<file path="config.mk">
export PLATFORM = sky130hd
export DESIGN_NAME = timer_apb_sequencer
export DESIGN_NICKNAME = d
export VERILOG_FILES = /design/src/rtl/timer_seq_pkg.sv /design/src/rtl/timer_apb_sequencer_xfer.sv /design/src/rtl/timer_apb_sequencer.sv
export SDC_FILE = /design/constraint.sdc
export NUM_CORES = 1
export LEC_CHECK = 0
export CAP_MARGIN = 30
export CORE_ASPECT_RATIO = 1.25
export CORE_MARGIN = 2
export CORE_UTILIZATION = 53
export DETAILED_ROUTE_END_ITERATION = 8
export PLACE_DENSITY = 0.85
export SLEW_MARGIN = 20
export SYNTH_ARGS = -nofsm -noshare
export SYNTH_HDL_FRONTEND = slang
export SYNTH_SLANG_ARGS = --single-unit
</file>
<file path="constraint.sdc">
create_clock -name PCLK -period 3.5 [get_ports PCLK]
set_input_delay 0.525 -clock PCLK [delete_from_list [all_inputs] [get_ports PCLK]]
set_output_delay 0.525 -clock PCLK [all_outputs]
set_load 0.05 [all_outputs]
</file>
<file path="src/rtl/timer_seq_pkg.sv">
// Shared types and defaults for the timer APB sequencer.
// Build option TIMER_SEQ_READBACK_EN adds TDR/TCR readback steps.
package timer_seq_pkg;

  localparam logic [7:0] DEF_ADDR_TCR      = 8'h00;
  localparam logic [7:0] DEF_ADDR_TDR      = 8'h01;
  localparam logic [7:0] DEF_ADDR_TSR      = 8'h02;
  localparam logic [7:0] DEF_TCR_LOAD_MASK = 8'h80;
  localparam logic [7:0] DEF_TSR_CLR_VALUE = 8'h00;

`ifdef TIMER_SEQ_READBACK_EN
  localparam bit RB_EN = 1'b1;
`else
  localparam bit RB_EN = 1'b0;
`endif

  typedef enum logic [1:0] {
    X_IDLE,
    X_SETUP,
    X_ACCESS
  } xfer_state_t;

  typedef enum logic {
    T_IDLE,
    T_RUN
  } seq_state_t;

  typedef enum logic [2:0] {
    W_TDR,
    W_TCR_LD,
    W_TCR,
    R_TDR,
    R_TCR,
    R_TSR,
    W_TSR,
    S_END
  } step_t;

  localparam step_t CMD_FIRST = W_TDR;
  localparam step_t SVC_FIRST = R_TSR;

  // S_END terminates both the command and the service list
  function automatic step_t next_step(input step_t s);
    step_t n;
    n = S_END;
    case (s)
      W_TDR:    n = RB_EN ? R_TDR : W_TCR_LD;
      R_TDR:    n = W_TCR_LD;
      W_TCR_LD: n = W_TCR;
      W_TCR:    n = RB_EN ? R_TCR : S_END;
      R_TSR:    n = W_TSR;
      default:  n = S_END;
    endcase
    return n;
  endfunction

endpackage

</file>
<file path="src/rtl/timer_apb_sequencer_xfer.sv">
// APB SETUP/ACCESS engine; a req on the completing
// ACCESS chains straight into the next SETUP.
module apb_xfer_engine
  import timer_seq_pkg::*;
#(
  parameter int AW = 8,
  parameter int DW = 8
) (
  input  logic          clk,
  input  logic          rst_n,
  input  logic          req,
  input  logic [AW-1:0] addr,
  input  logic [DW-1:0] wdata,
  input  logic          write,
  output logic          done,
  output logic [DW-1:0] rdata,
  output logic          slverr,
  output logic          psel,
  output logic          penable,
  output logic          pwrite,
  output logic [AW-1:0] paddr,
  output logic [DW-1:0] pwdata,
  input  logic [DW-1:0] prdata,
  input  logic          pready,
  input  logic          pslverr
);

  xfer_state_t state;

  assign done   = (state == X_ACCESS) & pready;
  assign rdata  = prdata;
  assign slverr = pslverr;

  always_ff @(posedge clk or negedge rst_n) begin
    if (!rst_n) begin
      state   <= X_IDLE;
      psel    <= 1'b0;
      penable <= 1'b0;
      pwrite  <= 1'b0;
      paddr   <= '0;
      pwdata  <= '0;
    end else begin
      unique case (state)
        X_IDLE: begin
          if (req) begin
            state  <= X_SETUP;
            psel   <= 1'b1;
            pwrite <= write;
            paddr  <= addr;
            pwdata <= wdata;
          end
        end
        X_SETUP: begin
          state   <= X_ACCESS;
          penable <= 1'b1;
        end
        X_ACCESS: begin
          if (pready) begin
            penable <= 1'b0;
            if (req) begin
              state  <= X_SETUP;
              pwrite <= write;
              paddr  <= addr;
              pwdata <= wdata;
            end else begin
              state <= X_IDLE;
              psel  <= 1'b0;
            end
          end
        end
        default: state <= X_IDLE;
      endcase
    end
  end

endmodule

</file>
<file path="src/rtl/timer_apb_sequencer.sv">
// Timer command/service sequencer over APB.
// TIMER_SEQ_READBACK_EN: verify TDR/TCR by readback.
module timer_apb_sequencer
  import timer_seq_pkg::*;
#(
  parameter int ADDR_WIDTH = 8,
  parameter int DATA_WIDTH = 8,
  parameter logic [ADDR_WIDTH-1:0] ADDR_TCR = DEF_ADDR_TCR,
  parameter logic [ADDR_WIDTH-1:0] ADDR_TDR = DEF_ADDR_TDR,
  parameter logic [ADDR_WIDTH-1:0] ADDR_TSR = DEF_ADDR_TSR,
  parameter logic [DATA_WIDTH-1:0] TCR_LOAD_MASK = DEF_TCR_LOAD_MASK,
  parameter logic [DATA_WIDTH-1:0] TSR_CLR_VALUE = DEF_TSR_CLR_VALUE
) (
  input  logic                  PCLK,
  input  logic                  PRESET_n,
  input  logic                  cmd_valid,
  output logic                  cmd_ready,
  input  logic [DATA_WIDTH-1:0] cmd_tdr,
  input  logic [DATA_WIDTH-1:0] cmd_tcr,
  output logic                  done,
  output logic                  err,
  output logic [DATA_WIDTH-1:0] tsr_value,
  output logic [7:0]            ovf_cnt,
  output logic [7:0]            udf_cnt,
  input  logic                  tmr_ovf,
  input  logic                  tmr_urf,
  output logic                  m_psel,
  output logic                  m_penable,
  output logic                  m_pwrite,
  output logic [ADDR_WIDTH-1:0] m_paddr,
  output logic [DATA_WIDTH-1:0] m_pwdata,
  input  logic [DATA_WIDTH-1:0] m_prdata,
  input  logic                  m_pready,
  input  logic                  m_pslverr
);

  seq_state_t            state;
  step_t                 step;
  step_t                 nxt;
  step_t                 req_step;
  logic [DATA_WIDTH-1:0] tdr_q;
  logic [DATA_WIDTH-1:0] tcr_q;
  logic [DATA_WIDTH-1:0] src_tdr;
  logic                  pend_ovf;
  logic                  pend_udf;
  logic                  rdy_q;
  logic                  start_svc;
  logic                  start_cmd;
  logic                  req;
  logic                  last;
  logic                  rb_bad;
  logic                  fail;
  logic                  x_done;
  logic                  x_err;
  logic [DATA_WIDTH-1:0] x_rdata;
  logic [ADDR_WIDTH-1:0] req_addr;
  logic [DATA_WIDTH-1:0] req_wdata;
  logic                  req_write;

  // rdy_q keeps cmd_ready low while reset is held
  assign cmd_ready = rdy_q & (state == T_IDLE)
                   & ~pend_ovf & ~pend_udf;
  assign start_svc = rdy_q & (state == T_IDLE)
                   & (pend_ovf | pend_udf);
  assign start_cmd = cmd_valid & cmd_ready;

  assign nxt    = next_step(step);
  assign last   = (nxt == S_END);
  assign rb_bad = ((step == R_TDR) && (x_rdata != tdr_q))
               || ((step == R_TCR) && (x_rdata != tcr_q));
  assign fail   = x_done & (x_err | rb_bad);
  assign req    = start_svc | start_cmd
               | ((state == T_RUN) & x_done & ~fail & ~last);
  assign src_tdr = start_cmd ? cmd_tdr : tdr_q;

  always_comb begin
    req_step = nxt;
    unique case (1'b1)
      start_svc: req_step = SVC_FIRST;
      start_cmd: req_step = CMD_FIRST;
      default:   req_step = nxt;
    endcase
  end

  always_comb begin
    req_addr  = ADDR_TCR;
    req_wdata = tcr_q;
    req_write = 1'b1;
    case (req_step)
      W_TDR: begin
        req_addr  = ADDR_TDR;
        req_wdata = src_tdr;
      end
      W_TCR_LD: req_wdata = tcr_q | TCR_LOAD_MASK;
      R_TDR: begin
        req_addr  = ADDR_TDR;
        req_write = 1'b0;
      end
      R_TCR: req_write = 1'b0;
      R_TSR: begin
        req_addr  = ADDR_TSR;
        req_write = 1'b0;
      end
      W_TSR: begin
        req_addr  = ADDR_TSR;
        req_wdata = TSR_CLR_VALUE;
      end
      default: ;
    endcase
  end

  apb_xfer_engine #(
    .AW (ADDR_WIDTH),
    .DW (DATA_WIDTH)
  ) u_xfer (
    .clk     (PCLK),
    .rst_n   (PRESET_n),
    .req     (req),
    .addr    (req_addr),
    .wdata   (req_wdata),
    .write   (req_write),
    .done    (x_done),
    .rdata   (x_rdata),
    .slverr  (x_err),
    .psel    (m_psel),
    .penable (m_penable),
    .pwrite  (m_pwrite),
    .paddr   (m_paddr),
    .pwdata  (m_pwdata),
    .prdata  (m_prdata),
    .pready  (m_pready),
    .pslverr (m_pslverr)
  );

  always_ff @(posedge PCLK or negedge PRESET_n) begin
    if (!PRESET_n) begin
      state     <= T_IDLE;
      step      <= S_END;
      tdr_q     <= '0;
      tcr_q     <= '0;
      pend_ovf  <= 1'b0;
      pend_udf  <= 1'b0;
      rdy_q     <= 1'b0;
      done      <= 1'b0;
      err       <= 1'b0;
      tsr_value <= '0;
      ovf_cnt   <= 8'h00;
      udf_cnt   <= 8'h00;
    end else begin
      rdy_q <= 1'b1;
      done  <= 1'b0;
      err   <= 1'b0;
      // a pulse coinciding with service start re-arms the flag
      pend_ovf <= (pend_ovf & ~start_svc) | tmr_ovf;
      pend_udf <= (pend_udf & ~start_svc) | tmr_urf;
      if (tmr_ovf && ovf_cnt != 8'hFF) ovf_cnt <= ovf_cnt + 8'd1;
      if (tmr_urf && udf_cnt != 8'hFF) udf_cnt <= udf_cnt + 8'd1;
      unique case (state)
        T_IDLE: begin
          if (start_svc || start_cmd) begin
            state <= T_RUN;
            step  <= req_step;
          end
          if (start_cmd) begin
            tdr_q <= cmd_tdr;
            tcr_q <= cmd_tcr;
          end
        end
        T_RUN: begin
          if (x_done) begin
            if (step == R_TSR) tsr_value <= x_rdata;
            if (fail) begin
              err   <= 1'b1;
              state <= T_IDLE;
            end else if (last) begin
              done  <= (step != W_TSR);
              state <= T_IDLE;
            end else begin
              step <= req_step;
            end
          end
        end
      endcase
    end
  end

endmodule

</file>
==> results of run 1 <==
-- logic make-up (layout without fill, tap and decap cells) --
family / after synthesis / count (layout)
flops: 64 / 64
xor+xnor: 30 / 30
compound gates: 26 / 26
simple gates: 120 / 120
mux: 21 / 21
fa+ha+maj: 4 / 4
buf+inv: 21 / 99
other cells: 2 / 7
-- metal layers --
metal / GRT usage (%) / up-vias / share of wire (%)
li1: - / 1105 / -
met3: 6.606 / 8 / 7.4
met1: 28.08 / 1136 / 40
met5: 0 / - / 0
met2: 38.38 / 76 / 51
met4: 8.919 / 0 / 1.4
-- worst reg2reg max path, delay by kind of cell (launching register included) --
family | cells | cell delay, ns
muxes | 1 | 0.36
adders and majority gates | 1 | 0.33
DFF | 1 | 0.60
AOI/OAI and AO/OA | 3 | 0.62
and+or+nand+nor | 2 | 0.61
-- state kept, by name, summed over array words and instances, names as in the netlist, 3 cells and up --
signal / flops
ovf_cnt: 8
step: 3
tcr_q: 8
tdr_q: 8
tsr_value: 8
u_xfer.pwdata: 8
udf_cnt: 8
-- synth_stat cells, types with 2 or more instances --
library cell  instances
conb_1                2
a31oi_1               2
dfrtp_1              61
xor2_1               13
nand2_1              79
clkbuf_1              5
inv_1                 8
nand4_1               7
a21o_1                3
and3_1                4
xnor2_1              17
o31ai_1               2
mux2_2               13
dfstp_2               3
nand3_1               3
nor2_1               14
ha_1                  4
mux2_4                7
nor4_1                3
a21oi_1               6
buf_4                 7
o21ai_0               3
-- cell type report --
cell class                      instances  area [µm²]
Tap cell                               64       80.08
Sequential cell                        64        1605
Fill cell                             399        1491
Clock inverter                          7       72.57
Clock buffer                            9       123.9
Timing Repair Buffer                   75       745.7
Multi-Input combinational cell        208        1331
Inverter                                8       30.03
-- report_power, final --
group	switching (µW)	leakage [µW]	internal [µW]
combinational	837	0.00101	490
clock	305	0.0000952	328
sequential	170	0.000818	923
total	1310	0.00192	1740
-- worst paths after layout --
kind / slack, ns / cells past startpoint / to
worst min-delay path: 0.09 / 1 / udf_cnt[3]
worst max-delay path: 0.88 / 7 / u_xfer.pwdata[0]
worst max register to register: 0.88 / 7 / u_xfer.pwdata[0]
min in group PCLK: 0.51 / 1 / udf_cnt[7]
max in group asynchronous: 2.62 / 3 / tdr_q[3]
worst min register to register: 0.51 / 1 / udf_cnt[7]
-- layout by cell type, fill, tap and decap left out, drive strengths merged, types with 2 or more instances in the layout --
| cell | count |
|---|---|
| a21o | 3 |
| a21oi | 7 |
| a31oi | 2 |
| and3 | 4 |
| buf | 6 |
| clkbuf | 9 |
| clkdlybuf4s50 | 69 |
| clkinv | 4 |
| clkinvlp | 2 |
| conb | 7 |
| dfrtp | 61 |
| dfstp | 3 |
| ha | 4 |
| inv | 8 |
| mux2 | 20 |
| nand2 | 79 |
| nand3 | 3 |
| nand4 | 7 |
| nor2 | 14 |
| nor4 | 4 |
| o21ai | 4 |
| o31ai | 2 |
| xnor2 | 17 |
| xor2 | 13 |
-- stage by stage --
step / cell area [µm²] / util, % / total power, µW / std cells
2_1_floorplan: 3053 / - / 1987 / 293
3_3_place_gp: 3772 / 68.84 / 2402 / 418
3_5_place_dp: 3792 / 69.20 / 2440 / 419
4_1_cts: 3989 / 72.79 / 3075 / 435
5_1_grt: 3989 / 72.79 / 3189 / 435
6_report: 3989 / 72.79 / 3053 / 435
==> impl_metrics.toml, run 1 <==
[floorplanning]
core_um2 = 5480
start_util_pct = 55.37
die_w_um = 71.68
die_area_um2 = 6350
fp.dieH_um = 88.60
ios = 77
rows = 30

[drt]
drt-initial-drc-count = 92
postRouteAntennaNets = 0
drc = 0
drt_first_pass_iters = 4
viasPerCell = 5.345
num_vias = 2325
wl_per_cell_um = 15.43
wirelength_um = 6711

[setup_path]
worst-path-max-fanout = 12
critPathArrivalTime_ns = 2.85
worst-path-buf-inv = 0
setup.worst_path.class = "register to register"
critPathLaunchType = "register"
r2r-start = "step[1]"
cpMaxStageDelayCell = "dfstp_2"
required_ns = 3.74
crit_family = "compound AO/OA/AOI/OAI gates"
setup.worst_path.end_class = "register"
crit_start = "step[1]"
worstPathCellList = "a21o_1 > nor2_1 > ha_1 > a21oi_1 > nor4bb_1 > a21oi_4 > mux2_4"
slowest_delay_ns = 0.60

[clocking]
ctsHoldBuffers = 0
clkSlewWorstSetupHoldPaths_ns = 0.08
cts_tree = "done"
post_cts.repair.setup_buffers = 0
numCtsBuffers = 9
post_cts_resized = 0
htreeDepth = 3
ctsRootBufferMaster = "clkbuf_8"
clock_sinks = 64
clockBufferDepth = 2
clkLatencyLatePin_ns = 0.35

[sta]
finalSetupViolations = 0
skew_ns = 0.01027
fin_setup_tns_ns = 0
fmax_mhz = 382.1
hold_viol = 0
min_period_ns = 2.617
worstMarginPinSlew_ns = 0.6564
rsz0062_at_grt = "no"
worst_slack_ns = 0.8830
hold_slack_ns = 0.08621
relSlewSlack_pct = 56.08
finalMaxSlewViolations = 0
fin_crit_sh_pct = 74.77

[global_route]
grt_max_degree = 34
antenna_found_initial = 0
grt_usage_pct = 22.88
grt_pass1_wl_um = 11010
grt_pass1_vias = 2364
grt_overflow_total = 0

[finish]
final_nets = 401
diodes = 0
layout-drive-gt1-share_pct = 13.48
areaGrowthSynthToFinish_pct = 31.46

[synthesis]
ys_seq_area_share_pct = 52.91
synth_top_family_by_area = "simple AND/OR/NAND/NOR gates"
yosys_warnings = 0
synth_xor_area_share_pct = 8.660
synth.mux.area_fraction_pct = 8.619
synth_area_leader_cell = "dfrtp_1"
synth.distinct_cells = 44
synth-simple-area-share_pct = 17.81
synth_edf_count = 0
synth_top_area_share_pct = 50.31
synth_compound_area_share_pct = 6.268
synth_area_leaders = "dfrtp_1 (50%), nand2_1 (9.8%), xnor2_1 (4.9%)"
synth_async_sr_flop_share_pct = 100.0
synth_ff_type = "dfrtp_1"
syn_area_per_cell_um2 = 10.54
ys_ff_latch = 64
synthAdderAreaFrac_pct = 1.649
syn_inst = 288
syn-cell-area_um2 = 3034

[place]
place_congestion = 0.8716
pre_cts_slack_ns = 0.6195
io_buffers = 70
hpwl_um = 4957

[pwr]
leakage_uw = 0.001920
p_per_area_nw_per_um2 = 765.3
vdd_drop_max_mv = 0.5957

[hold_path]
hold_path_class = "input pin to async pin"

[status]
status = "finished clean"

[job]
maxCapViolCount = 0
(Power assumes the default switching activity.)
==> inputs of run 2 (changes only) <==
--- a/config.mk
+++ b/config.mk
@@ -8,9 +8,9 @@
 export CAP_MARGIN = 30
 export CORE_ASPECT_RATIO = 1.25
 export CORE_MARGIN = 2
-export CORE_UTILIZATION = 53
+export CORE_UTILIZATION = 44
 export DETAILED_ROUTE_END_ITERATION = 8
-export PLACE_DENSITY = 0.85
+export PLACE_DENSITY = 0.76
 export SLEW_MARGIN = 20
 export SYNTH_ARGS = -nofsm -noshare
 export SYNTH_HDL_FRONTEND = slang
==> constraint.sdc (replaced) <==
create_clock -name PCLK -period 2.1 [get_ports PCLK]
set_input_delay 0.315 -clock PCLK [delete_from_list [all_inputs] [get_ports PCLK]]
set_output_delay 0.315 -clock PCLK [all_outputs]
set_load 0.05 [all_outputs]
==> impl_metrics.toml, run 2 (synthesis gave the netlist of run 1 again) <==
[global_route]
antenna_found_initial = 0
grt_max_degree = 46
grt_pass1_vias = 2510
grt_pass1_wl_um = 12100
grt_overflow_total = 0
grt_usage_pct = 20.72

[clocking]
clkSlewWorstSetupHoldPaths_ns = 0.08
clkLatencyLatePin_ns = 0.35
ctsRootBufferMaster = "clkbuf_8"
numCtsBuffers = 9
cts_tree = "done"
clock_sinks = 64
clockBufferDepth = 2
htreeDepth = 3

[drt]
drt_first_pass_iters = 4
viasPerCell = 5.000
wirelength_um = 7644
num_vias = 2430
drc = 0
postRouteAntennaNets = 0
drt-initial-drc-count = 125
wl_per_cell_um = 15.73

[floorplanning]
fp.dieH_um = 96.85
ios = 77
die_w_um = 78.28
rows = 33
start_util_pct = 45.93
die_area_um2 = 7581
core_um2 = 6606

[sta]
rsz0062_at_grt = "yes"
hold_viol = 0
skew_ns = 0.01231
fmax_mhz = 437.8
fin_crit_sh_pct = 108.8
fin_setup_tns_ns = -2.192
worstMarginPinSlew_ns = 0.6519
worst_slack_ns = -0.1840
relSlewSlack_pct = 56.54
min_period_ns = 2.284
finalSetupViolations = 16
finalMaxSlewViolations = 0

[finish]
post-route-util_pct = 66.52
layout-drive-gt1-share_pct = 23.06
final_common_cell = "nand2_1"
stdcell_count = 486
diodes = 0
final_cell_mix = "nand2_1 (77), clkdlybuf4s50_1 (68), dfrtp_1 (61)"
areaGrowthSynthToFinish_pct = 44.82
final_nets = 429

[status]
status = "finished with violations"
violations = "setup timing"

[setup_path]
required_ns = 2.34
slowest_delay_ns = 0.56
setup.worst_path.end_class = "register"
setup.worst_path.class = "register to register"
cpMaxStageDelayCell = "dfstp_2"
critPathArrivalTime_ns = 2.52
critPathLaunchType = "register"
worstPathCellList = "inv_4 > buf_6 > a21o_1 > nor2_4 > ha_4 > a21oi_2 > nor4bb_4 > buf_6 > a21oi_4 > mux2_4"
cpMostUsedCell = "buf_6"
rrSetupSlack_ns = -0.18
worst-path-max-fanout = 5

[pwr]
leakage_uw = 0.002099
p_per_area_nw_per_um2 = 1266
finalPower_uw = 5564
vdd_drop_max_mv = 0.8405

[hold_path]
hold_path_class = "input pin to async pin"

[place]
pre_cts_slack_ns = -0.4157
io_buffers = 70
placed_cells = 466
hpwl_um = 5284
place_congestion = 0.8597

[job]
maxCapViolCount = 0
run 2: cell types whose count changed in the layout (fill, tap and decap cells not counted), sizes merged:
cell / previous run / this run
clkdlybuf4s50: 69 / 68
inv: 8 / 9
clkinvlp: 2 / 1
buf: 6 / 33
bufinv: 1 / 2
clkinv: 4 / 3
a21oi: 7 / 8
dlygate4sd3: 0 / 1
run 2: final timing paths:
check                      startpoint          endpoint  cells past startpoint
max in group asynchronous    PRESET_n           step[1]                      3
setup / recovery              step[0]  u_xfer.pwdata[0]                     10
hold / removal               PRESET_n          tdr_q[2]                      2
setup reg to reg              step[0]  u_xfer.pwdata[0]                     10
hold reg to reg            udf_cnt[6]        udf_cnt[6]                      1
min in group PCLK          udf_cnt[6]        udf_cnt[6]                      1
run 2: repair_timing:
item | in CTS | in global routing
resized for setup | 12 | 15
endpoints found under the setup margin | 16 | 16
cloned | 1 | 0
pin swaps | 1 | 1
endpoints found under the hold margin | 19 | 0
buffers inserted | 2 | 0
hold buffers | 1 | 0
run 2: cell type report:
cell class	count	area (µm²)
timing repair buffer	102	967.2
multi-input combinational	209	1461
fill	514	2212
clock inverter	7	95.09
tap	87	108.9
clock buffer	9	123.9
sequential	64	1605
inverter	8	32.53
run 2: metal layers:
layer / GRT usage, % / part of all wire, % / up-vias
met1: 25.22 / 41 / 1175
met2: 34.68 / 52 / 77
met3: 5.317 / 5.5 / 13
met4: 8.637 / 1.9 / 0
li1: - / - / 1165
met5: 0 / 0 / -
run 2: critical path, delay by kind of cell, from the launching register on:
| family | cells | cell delay (ns) |
|---|---|---|
| AND/OR/NAND/NOR | 2 | 0.35 |
| multiplexers | 1 | 0.34 |
| adder cells (fa/ha/maj) | 1 | 0.21 |
| AO/OA/AOI/OAI | 3 | 0.38 |
| buffers and inverters | 3 | 0.33 |
| flip-flops | 1 | 0.56 |
run 2: power by group:
| part | leakage (µW) | internal [µW] | switching (µW) |
|---|---|---|---|
| Clock | 0.000110 | 669 | 497 |
| Sequential | 0.000818 | 1540 | 300 |
| Combinational | 0.00117 | 1040 | 1520 |
run 2: through the flow:
step | cell area (µm²) | hold WS [ns]
floorplan | 3065 | 0.01941
global placement | 4010 | 0.3061
CTS | 4328 | 0.4680
global route | 4394 | 0.4867
finish | 4394 | 0.4580
detailed placement | 4010 | 0.3069
==> inputs of run 3 (changes only) <==
--- a/config.mk
+++ b/config.mk
@@ -8,9 +8,10 @@
 export CAP_MARGIN = 30
 export CORE_ASPECT_RATIO = 1.25
 export CORE_MARGIN = 2
-export CORE_UTILIZATION = 44
+export CORE_UTILIZATION = 57
 export DETAILED_ROUTE_END_ITERATION = 8
-export PLACE_DENSITY = 0.76
+export DONT_BUFFER_PORTS = 1
+export PLACE_DENSITY = 0.75
 export SLEW_MARGIN = 20
 export SYNTH_ARGS = -nofsm -noshare
 export SYNTH_HDL_FRONTEND = slang
==> impl_metrics.toml, run 3 (synthesis gave the netlist of run 1 again) <==
[status]
status = "finished with violations"
violations = "setup timing"

[setup_path]
crit_start = "step[0]"
critPathLaunchType = "register"
slowest_delay_ns = 0.54
setup.worst_path.class = "register to register"
critPathArrivalTime_ns = 2.45
setup.worst_path.end_class = "register"
r2r-start = "step[0]"
worstPathCellList = "inv_2 > a21o_1 > nor2_2 > ha_4 > a21oi_2 > nor4bb_4 > buf_4 > a21oi_4 > mux2_4"
required_ns = 2.32
crit_family = "flip-flops"
worst-path-max-fanout = 6
worst-path-buf-inv = 2
cpMaxStageDelayCell = "dfstp_2"

[sta]
hold_viol = 0
relSlewSlack_pct = 60.66
fin_crit_sh_pct = 106.2
fmax_mhz = 448.6
finalSetupViolations = 12
skew_ns = 0.007865
min_period_ns = 2.229
worstMarginPinSlew_ns = 0.5902
fin_setup_tns_ns = -1.162
worst_slack_ns = -0.1293
rsz0062_at_grt = "yes"
finalMaxSlewViolations = 0

[floorplanning]
die_w_um = 69.26
rows = 29
start_util_pct = 59.31
die_area_um2 = 5926
fp.dieH_um = 85.57
ios = 77
core_um2 = 5116

[drt]
drt-initial-drc-count = 103
drc = 0
drt_first_pass_iters = 4
viasPerCell = 5.439
num_vias = 2170
wirelength_um = 6289
postRouteAntennaNets = 0
wl_per_cell_um = 15.76

[clocking]
ctsRootBufferMaster = "clkbuf_8"
cts_tree = "done"
htreeDepth = 3
clockBufferDepth = 2
clkLatencyLatePin_ns = 0.34
clock_sinks = 64
clkSlewWorstSetupHoldPaths_ns = 0.07
numCtsBuffers = 9

[place]
hpwl_um = 4476
placed_cell_area_um2 = 3318
place_congestion = 0.8259
io_buffers = 0

[global_route]
grt_overflow_total = 0
grt_pass1_vias = 2316
grt_usage_pct = 22.65
antenna_found_initial = 0
grt_pass1_wl_um = 10320
grt_max_degree = 65

[finish]
multi_input_area_um2 = 1414
diodes = 0
post-route-util_pct = 70.82
final_cell_mix = "nand2_1 (78), dfrtp_1 (61), buf_4 (37)"
fillCellCount = 384
final_common_cell = "nand2_1"
areaGrowthSynthToFinish_pct = 19.42
final_nets = 367
fin_area_um2 = 3623
regArea_um2 = 1605
layout-drive-gt1-share_pct = 27.30

[hold_path]
hold_path_class = "input pin to register"
min_from = "tmr_ovf"

[pwr]
vdd_drop_max_mv = 1.031
leakage_uw = 0.001844
finalPower_uw = 4826
p_per_area_nw_per_um2 = 1332

[job]
maxCapViolCount = 0
## run 3: cell types whose count changed in the layout (fill, tap and decap cells not counted), moves of 2 or more
cell,previous run,this run
clkdlybuf4s50_1,68,0
buf_4,27,37
buf_6,3,1
bufinv_16,2,0
clkinvlp_4,1,3
## run 3: cell type report
class                      count  area share, %
multi-input combinational    209          39.02
tap                           62          2.141
clock buffer                   9          3.419
inverter                       8         0.8287
clock inverter                 7          1.278
timing repair buffer          40          9.012
sequential                    64          44.30
## run 3: path summary, 6_finish.rpt
check | cells after the start | to | slack [ns]
hold reg to reg | 2 | tdr_q[6] | 0.50
setup reg to reg | 9 | u_xfer.pwdata[3] | -0.13
min in group asynchronous | 2 | tdr_q[6] | 0.51
setup / recovery | 9 | u_xfer.pwdata[3] | -0.13
max in group asynchronous | 2 | step[0] | 1.27
hold / removal | 1 | pend_ovf | 0.07
## run 3: metal layers
| metal | up-vias | share of wire [%] | global-route usage [%] |
|---|---|---|---|
| met2 | 70 | 51 | 37.06 |
| met5 | - | 0 | 0 |
| met3 | 10 | 6.9 | 8.108 |
| met1 | 1047 | 41 | 26.86 |
| li1 | 1043 | - | - |
| met4 | 0 | 1.3 | 10.52 |
## run 3: stage by stage
step                std cells  hold slack [ns]  setup slack, ns
finish                    399          0.07094          -0.1293
global route              399          0.05157          -0.1848
CTS                       399          0.05315          -0.1279
detailed placement        377          0.02106          -0.3564
global placement          377          0.02103          -0.2755
floorplan                 293          0.01941          -0.1659
## run 3: power by group
| group | internal [µW] | switching, µW | total (µW) |
|---|---|---|---|
| logic | 685 | 1080 | 1760 |
| clock network | 424 | 485 | 909 |
| registers | 1530 | 626 | 2160 |
| total | 2640 | 2190 | 4830 |
## run 3: what timing repair did
action / CTS / global route
hold buffers: 2 / 0
resized for setup: 11 / 3
endpoints found under the hold margin: 64 / 0
setup buffers: 3 / 0
endpoints found under the setup margin: 16 / 16
pin swaps: 1 / 1
gates cloned: 1 / 0
